`src/rtl/definitions_pkg.sv`:
```
`default_nettype none
// ============================================================================
// Module      : definitions_pkg
// Description : Constants and FSM state type shared by the UART TX/RX pair.
// Revision    : 1.0 - initial release
// ============================================================================
package definitions_pkg;

    localparam int OVERSAMPLE_RATE   = 16;
    localparam int DEFAULT_DATA_BITS = 8;

    typedef enum logic [1:0] {
        IDLE  = 2'd0,
        START = 2'd1,
        DATA  = 2'd2,
        STOP  = 2'd3
    } uart_state_t;

endpackage
`default_nettype wire

```
`src/rtl/uart_rx_oversampled_if.sv`:
```
`default_nettype none
// ============================================================================
// Module      : uart_rx_oversampled_if
// Description : Serial-side inputs and parallel-side results of the UART RX.
// Revision    : 1.0 - initial release
// ============================================================================
interface uart_rx_oversampled_if
    import definitions_pkg::*;
#(
    parameter int DATA_BITS = DEFAULT_DATA_BITS
);
    logic                 s_tick;
    logic                 rx_in;
    logic [DATA_BITS-1:0] rx_out;
    logic                 busy;
    logic                 done;
    logic                 err;

    modport master (output s_tick, rx_in, input  rx_out, busy, done, err);
    modport slave  (input  s_tick, rx_in, output rx_out, busy, done, err);
endinterface
`default_nettype wire

```
`src/rtl/uart_rx_sync.sv`:
```
`default_nettype none
// ============================================================================
// Module      : uart_rx_sync
// Description : 2-flop synchronizer with falling-edge detect; idles high.
// Revision    : 1.0 - initial release
// ============================================================================
module uart_rx_sync (
    input  wire logic clk,
    input  wire logic rstN,
    input  wire logic async_in,
    output logic      sync_out,
    output logic      fall
);
    logic r_meta;
    logic r_sync;
    logic r_prev;

    always_ff @(posedge clk or negedge rstN) begin
        if (!rstN) begin
            r_meta <= 1'b1;
            r_sync <= 1'b1;
            r_prev <= 1'b1;
        end else begin
            r_meta <= async_in;
            r_sync <= r_meta;
            r_prev <= r_sync;
        end
    end

    assign sync_out = r_sync;
    assign fall     = r_prev & ~r_sync;
endmodule
`default_nettype wire

```
`src/rtl/uart_rx_oversampled.sv`:
```
`default_nettype none
// ============================================================================
// Module      : uart_rx_oversampled
// Description : Oversampling 8N1 UART receiver with mid-bit sampling.
//               UART_RX_MAJORITY_EN selects 2-of-3 tick-sample voting.
// Revision    : 1.0 - initial release
// ============================================================================
module uart_rx_oversampled
    import definitions_pkg::*;
#(
    parameter int DATA_BITS = DEFAULT_DATA_BITS
) (
    input  wire logic            clk,
    input  wire logic            rstN,
    uart_rx_oversampled_if.slave bus
);
    localparam int S_WIDTH = $clog2(OVERSAMPLE_RATE);
    localparam int N_WIDTH = $clog2(DATA_BITS);
    localparam logic [S_WIDTH-1:0] S_HALF = S_WIDTH'(OVERSAMPLE_RATE / 2 - 1);
    localparam logic [S_WIDTH-1:0] S_LAST = S_WIDTH'(OVERSAMPLE_RATE - 1);
    localparam logic [N_WIDTH-1:0] N_LAST = N_WIDTH'(DATA_BITS - 1);

    logic                 rx_s;
    logic                 w_fall;
    logic                 w_sample;
    uart_state_t          r_state,  w_state_next;
    logic [S_WIDTH-1:0]   s_reg,    w_s_next;
    logic [N_WIDTH-1:0]   n_reg,    w_n_next;
    logic [DATA_BITS-1:0] shreg,    w_shreg_next;
    logic [DATA_BITS-1:0] r_rx_out, w_rx_out_next;
    logic                 r_busy,   w_busy_next;
    logic                 r_done,   w_done_next;
    logic                 r_err,    w_err_next;
`ifdef UART_RX_MAJORITY_EN
    logic [2:0]           r_maj,    w_maj_next;
`endif

    uart_rx_sync u_sync (
        .clk      (clk),
        .rstN     (rstN),
        .async_in (bus.rx_in),
        .sync_out (rx_s),
        .fall     (w_fall)
    );

    always_comb begin
        w_state_next  = r_state;
        w_s_next      = s_reg;
        w_n_next      = n_reg;
        w_shreg_next  = shreg;
        w_rx_out_next = r_rx_out;
        w_done_next   = 1'b0;
        w_err_next    = 1'b0;
`ifdef UART_RX_MAJORITY_EN
        // Vote over the three most recent tick samples held in the history.
        w_maj_next = bus.s_tick ? {r_maj[1:0], rx_s} : r_maj;
        w_sample   = (r_maj[0] & r_maj[1]) | (r_maj[0] & r_maj[2]) | (r_maj[1] & r_maj[2]);
`else
        w_sample   = rx_s;
`endif

        case (r_state)
            IDLE: begin
                if (w_fall) begin
                    w_state_next = START;
                    w_s_next     = '0;
                end
            end
            START: begin
                if (bus.s_tick) begin
                    if (s_reg == S_HALF) begin
                        w_s_next     = '0;
                        w_n_next     = '0;
                        w_state_next = w_sample ? IDLE : DATA;
                    end else begin
                        w_s_next = s_reg + S_WIDTH'(1);
                    end
                end
            end
            DATA: begin
                if (bus.s_tick) begin
                    if (s_reg == S_LAST) begin
                        w_shreg_next = {w_sample, shreg[DATA_BITS-1:1]};
                        w_s_next     = '0;
                        if (n_reg == N_LAST) begin
                            w_state_next = STOP;
                        end else begin
                            w_n_next = n_reg + N_WIDTH'(1);
                        end
                    end else begin
                        w_s_next = s_reg + S_WIDTH'(1);
                    end
                end
            end
            STOP: begin
                if (bus.s_tick) begin
                    // Decided half a bit early so a back-to-back start edge is seen in IDLE.
                    if (s_reg == S_LAST) begin
                        w_state_next = IDLE;
                        w_s_next     = '0;
                        if (w_sample) begin
                            w_rx_out_next = shreg;
                            w_done_next   = 1'b1;
                        end else begin
                            w_err_next    = 1'b1;
                        end
                    end else begin
                        w_s_next = s_reg + S_WIDTH'(1);
                    end
                end
            end
            default: w_state_next = IDLE;
        endcase

        w_busy_next = (w_state_next != IDLE);
    end

    always_ff @(posedge clk or negedge rstN) begin
        if (!rstN) begin
            r_state  <= IDLE;
            s_reg    <= '0;
            n_reg    <= '0;
            shreg    <= '0;
            r_rx_out <= '0;
            r_busy   <= 1'b0;
            r_done   <= 1'b0;
            r_err    <= 1'b0;
`ifdef UART_RX_MAJORITY_EN
            r_maj    <= 3'b111;
`endif
        end else begin
            r_state  <= w_state_next;
            s_reg    <= w_s_next;
            n_reg    <= w_n_next;
            shreg    <= w_shreg_next;
            r_rx_out <= w_rx_out_next;
            r_busy   <= w_busy_next;
            r_done   <= w_done_next;
            r_err    <= w_err_next;
`ifdef UART_RX_MAJORITY_EN
            r_maj    <= w_maj_next;
`endif
        end
    end

    assign bus.rx_out = r_rx_out;
    assign bus.busy   = r_busy;
    assign bus.done   = r_done;
    assign bus.err    = r_err;
endmodule
`default_nettype wire
```
`src/flat_wrapper.sv`:
```
// flat-port wrapper written by rule: the top's interface ports become plain ports
module uart_rx_oversampled_flat import definitions_pkg::*;
#(
    parameter int DATA_BITS = DEFAULT_DATA_BITS
)
  (clk, rstN, bus_s_tick, bus_rx_in, bus_rx_out, bus_busy, bus_done, bus_err);
  uart_rx_oversampled_if #(.DATA_BITS(DATA_BITS)) bus_i ();
  input  wire logic clk;
  input  wire logic rstN;
  input wire logic [$bits(bus_i.s_tick)-1:0] bus_s_tick;
  input wire logic [$bits(bus_i.rx_in)-1:0] bus_rx_in;
  output wire logic [$bits(bus_i.rx_out)-1:0] bus_rx_out;
  output wire logic [$bits(bus_i.busy)-1:0] bus_busy;
  output wire logic [$bits(bus_i.done)-1:0] bus_done;
  output wire logic [$bits(bus_i.err)-1:0] bus_err;
  assign bus_i.s_tick = bus_s_tick;
  assign bus_i.rx_in = bus_rx_in;
  assign bus_rx_out = bus_i.rx_out;
  assign bus_busy = bus_i.busy;
  assign bus_done = bus_i.done;
  assign bus_err = bus_i.err;
  uart_rx_oversampled #(.DATA_BITS(DATA_BITS)) u_core (.clk(clk), .rstN(rstN), .bus(bus_i));
endmodule
```
`config.mk`:
```
export PLATFORM = sky130hd
export DESIGN_NAME = uart_rx_oversampled_flat
export DESIGN_NICKNAME = d
export VERILOG_FILES = /design/src/rtl/definitions_pkg.sv /design/src/rtl/uart_rx_oversampled_if.sv /design/src/rtl/uart_rx_sync.sv /design/src/rtl/uart_rx_oversampled.sv /design/src/flat_wrapper.sv
export SDC_FILE = /design/constraint.sdc
export NUM_CORES = 1
export LEC_CHECK = 0
export ABC_CLOCK_PERIOD_IN_PS = 2500
export BUFFER_PORTS_ARGS = -buffer_cell sky130_fd_sc_hd__buf_2
export CAP_MARGIN = 40
export CORE_ASPECT_RATIO = 1.2
export CORE_UTILIZATION = 55
export CTS_CLUSTER_DIAMETER = 80
export DETAILED_ROUTE_END_ITERATION = 12
export MAX_ROUTING_LAYER = met4
export PLACE_DENSITY = 0.75
export SLEW_MARGIN = 20
export SYNTH_ARGS = -nofsm -noshare
export SYNTH_HDL_FRONTEND = slang
export SYNTH_SLANG_ARGS = --single-unit
```
`constraint.sdc`:
```
create_clock -name clk -period 2.5 [get_ports clk]
set_clock_uncertainty 0.1 [all_clocks]
set_input_delay 0.625 -clock clk [delete_from_list [all_inputs] [get_ports clk]]
set_output_delay 0.625 -clock clk [all_outputs]
set_load 0.02 [all_outputs]
```
==> impl_summary.txt <==
----------------------------------------------------
[GRT]
  Largest net degree at the start of global routing ... 32
  Initial antenna violation count ... 0
  GRT overflow ... 0
  Total Routing Usage GR ... 20.6%
  First-pass GRT wire length ... 3730 µm
  Via count of the first global-routing pass ... 852

[Synth]
  Post-synthesis cell count ... 105
  Flops & latches, synth ... 31
  Avg Cell Area, Syn ... 13.3 µm²
  Yosys top cell by area ... sky130_fd_sc_hd__dfrtp_1
  Sequential element share of the synthesized area ... 55.8%
  Most common flop cell mapped by yosys ... sky130_fd_sc_hd__dfrtp_1
  Synthesized area ... 1400 µm²
  Library cell with the highest instance count after synthesis ... sky130_fd_sc_hd__dfrtp_1
  Most used standard cells in the synthesized netlist ... sky130_fd_sc_hd__dfrtp_1, sky130_fd_sc_hd__mux2_1, sky130_fd_sc_hd__mux2_4
  Number of nets produced by synthesis ... 112
  Share of flip-flops with an asynchronous set or reset ... 100%
  Count of flip-flops with a built-in enable after synthesis ... 0
  Area share of the leading cell type in the synthesized netlist ... 50.2%
  Number of library cell types mapped by synthesis ... 36
  Number of warnings reported in the yosys synthesis log ... 0
  Ranking of synthesized cells by area ... sky130_fd_sc_hd__dfrtp_1, sky130_fd_sc_hd__mux2_4, sky130_fd_sc_hd__mux2_1

[Floorplanning]
  Site Rows ... 19
  Full die area ... 2750 µm²
  Placeable core region ... 2350 µm²
  Initial standard-cell utilization of the core ... 59.3%
  Overall die height ... 57.2 µm
  Number of placed I/O pins ... 15
  Die W ... around 48 µm

[Routing]
  Antenna Nets Post-Route ... 0
  Vias ... 870
  DR WL/cell ... 13.6 µm
  Final routed wirelength across all metal layers ... 2080 µm
  Starting DRC count in detailed routing ... 17
  Routed vias/inst ... ~5.7
  Number of optimization iterations in the first detailed-route pass ... 4
  Post-route DRC violation count ... 0

[Pwr]
  Proportion of power drawn by combinational gates ... between 10% and 20%
  Switching power share of the total ... 30.2%
  Switching Power ... 0.000342 W
  Max VDD drop ... about 660 µV
  Portion of total power attributed to sequential cells ... between 50% and 60%
  Standby leakage power ... 0.765 nW
  Total power after layout ... around 0.0011 W
  Power per cell area ... 743 nW/µm²
  Internal ... 0.000793 W
  Clock network fraction of design power ... between 20 and 30%

[STA]
  Sum of negative setup slack ... 0 ps
  Setup repair after global routing missed its margin ... false
  Tightest slew margin relative to the limit ... 56.4%
  Minimum clock period ... 1920 ps
  Worst slew pin tran ... about 650 ps
  Final-report max-slew violation count ... 0
  Hold violation total from the final report ... 0
  Achievable frequency ... 521 MHz
  Final clock period utilization by the worst path ... about 77%
  Setup slack after layout ... 582 ps
  Number of setup violations in the final report ... 0

[Clock network]
  Setup bufs post-CTS ... 0
  Number of buffers created by CTS ... 5
  Maximum count of clock buffers along a single path ... 2
  Clock Sink Count ... 31
  CTS resizes ... 0
  Later-pin clock latency in the skew report ... 320 ps
  H-tree depth ... 2
  Clock tree from TritonCTS ... built
  # hold bufs at CTS ... 0
  CTS Root Buffer Type ... sky130_fd_sc_hd__clkbuf_4
  Clock input transition at the sequential cells of the worst setup and hold paths ... around 90 ps

[Setup path]
  Reg2Reg Launch Point ... u_core.r_state[1]
  Data arrival at the endpoint of the critical path ... approximately 2000 ps
  Kind of end point of the critical path ... flop
  First element of the critical path ... u_core.r_state[1]
  Crit path max fanout ... 11
  CP required ... 2620 ps
  Sort of element at the start of the critical path ... flop
  Critical path type ... flop to flop

[Placement]
  Detail Placement HPWL ... 1500 µm
  Port bufs ... 14
  Placed instance count ... ~150
  Worst-case setup slack after placement ... 388 ps
  GP Congestion ... 0.836

[Cells and area]
  Filler-free cell count of the finished design ... 153
  Final Core Density ... 64.9%
  Area Growth Syn to Fin ... 9.32%
  Antenna cell count ... 0
  Ratio of cells with drive above 1 in the final layout ... 30.3%
  Number of nets in the finished design ... around 130
  Number of fill cells in the layout ... just under 200

[Flow run]
  Number of max-capacitance violations reported ... 0

[Status]
  Run status ... finished, final reports clean

[Min path]
  Class of the tightest hold or removal check ... input pin to asynchronous set/reset pin

----------------------------------------------------
## power groups by stage
| stage | sequential (W) | combinational [W] | clock, W |
|---|---|---|---|
| CTS | 0.000634 | 0.000180 | 0.000336 |
| global placement | 0.000641 | 0.000171 | 0 |
| floorplan | 0.000599 | 0.000190 | 0 |
| detailed placement | 0.000643 | 0.000180 | 0 |
| finish | 0.000636 | 0.000177 | 0.000322 |
| global route | 0.000651 | 0.000209 | 0.000357 |
## metrics by stage
| step | instance area, µm² | hold slack [ps] |
|---|---|---|
| global placement | 1460 | 245 |
| CTS | 1530 | 224 |
| detailed placement | 1460 | 255 |
| global route | 1530 | 254 |
| finish | 1530 | 219 |
| floorplan | 1400 | 229 |
## cell usage in the layout, fill, tap and decap left out, drive strengths merged
master and count:
nor4 1, or2 1, xor2 1, nand3 4, o22ai 1, dfstp 3, and4 2, dfrtp 28
nor3 3, inv 3, a21oi 2, buf 14, nor2b 1, o2111ai 1, nor2 3, nand4bb 1
o311ai 1, o21ai 5, or4b 1, nand2 4, o211ai 1, a221o 3, nor3b 1, a311oi 1
and3 2, o21a 1, mux2 16, clkbuf 8, ha 3, and3b 1, and2 5
## worst max-delay path: stages, from the launching register on
cell and delay, ps:
sky130_fd_sc_hd__dfrtp_1 560, sky130_fd_sc_hd__and4_4 290, sky130_fd_sc_hd__and3_1 500, sky130_fd_sc_hd__mux2_4 350
## cell families (layout without fill, tap and decap cells)
kind of cell | count (synthesis) | count (layout) | share of synthesized area (%)
buffers and inverters | 8 | 25 | 4.21
AO/OA/AOI/OAI | 16 | 16 | 8.07
adder cells (fa/ha/maj) | 3 | 3 | 2.69
multiplexers | 16 | 16 | 15.1
flip-flops | 31 | 31 | 55.8
XOR/XNOR | 1 | 1 | 0.627
AND/OR/NAND/NOR | 30 | 30 | 13.5
## cell type report
cell class | instances | area [µm²] | area share (%)
inverter | 3 | 11.3 | 0.738
timing repair buffer | 14 | 70.1 | 4.59
clock buffer | 8 | 68.8 | 4.51
sequential | 31 | 779 | 51.1
tap | 31 | 38.8 | 2.54
multi-input combinational | 66 | 558 | 36.6
## worst paths after layout
kind                                           to  slack [ps]  cells past startpoint
hold reg to reg            u_core.u_sync.sync_out         260                      0
min in group clk           u_core.u_sync.sync_out         260                      0
hold / removal                    u_core.s_reg[2]         220                      1
setup reg to reg             u_core.bus.rx_out[2]         580                      3
max in group asynchronous         u_core.s_reg[3]        1660                      1
setup / recovery             u_core.bus.rx_out[2]         580                      3
## per-layer routing
| layer | up-vias | part of all wire, % | global-route usage (%) |
|---|---|---|---|
| met5 | - | 0 | - |
| met4 | 0 | 1.7 | 8.33 |
| met3 | 6 | 4.5 | 10.4 |
| met2 | 23 | 49 | 28.0 |
| met1 | 425 | 45 | 25.8 |
| li1 | 416 | - | - |
Note: power is estimated with default switching activity, not from simulation.
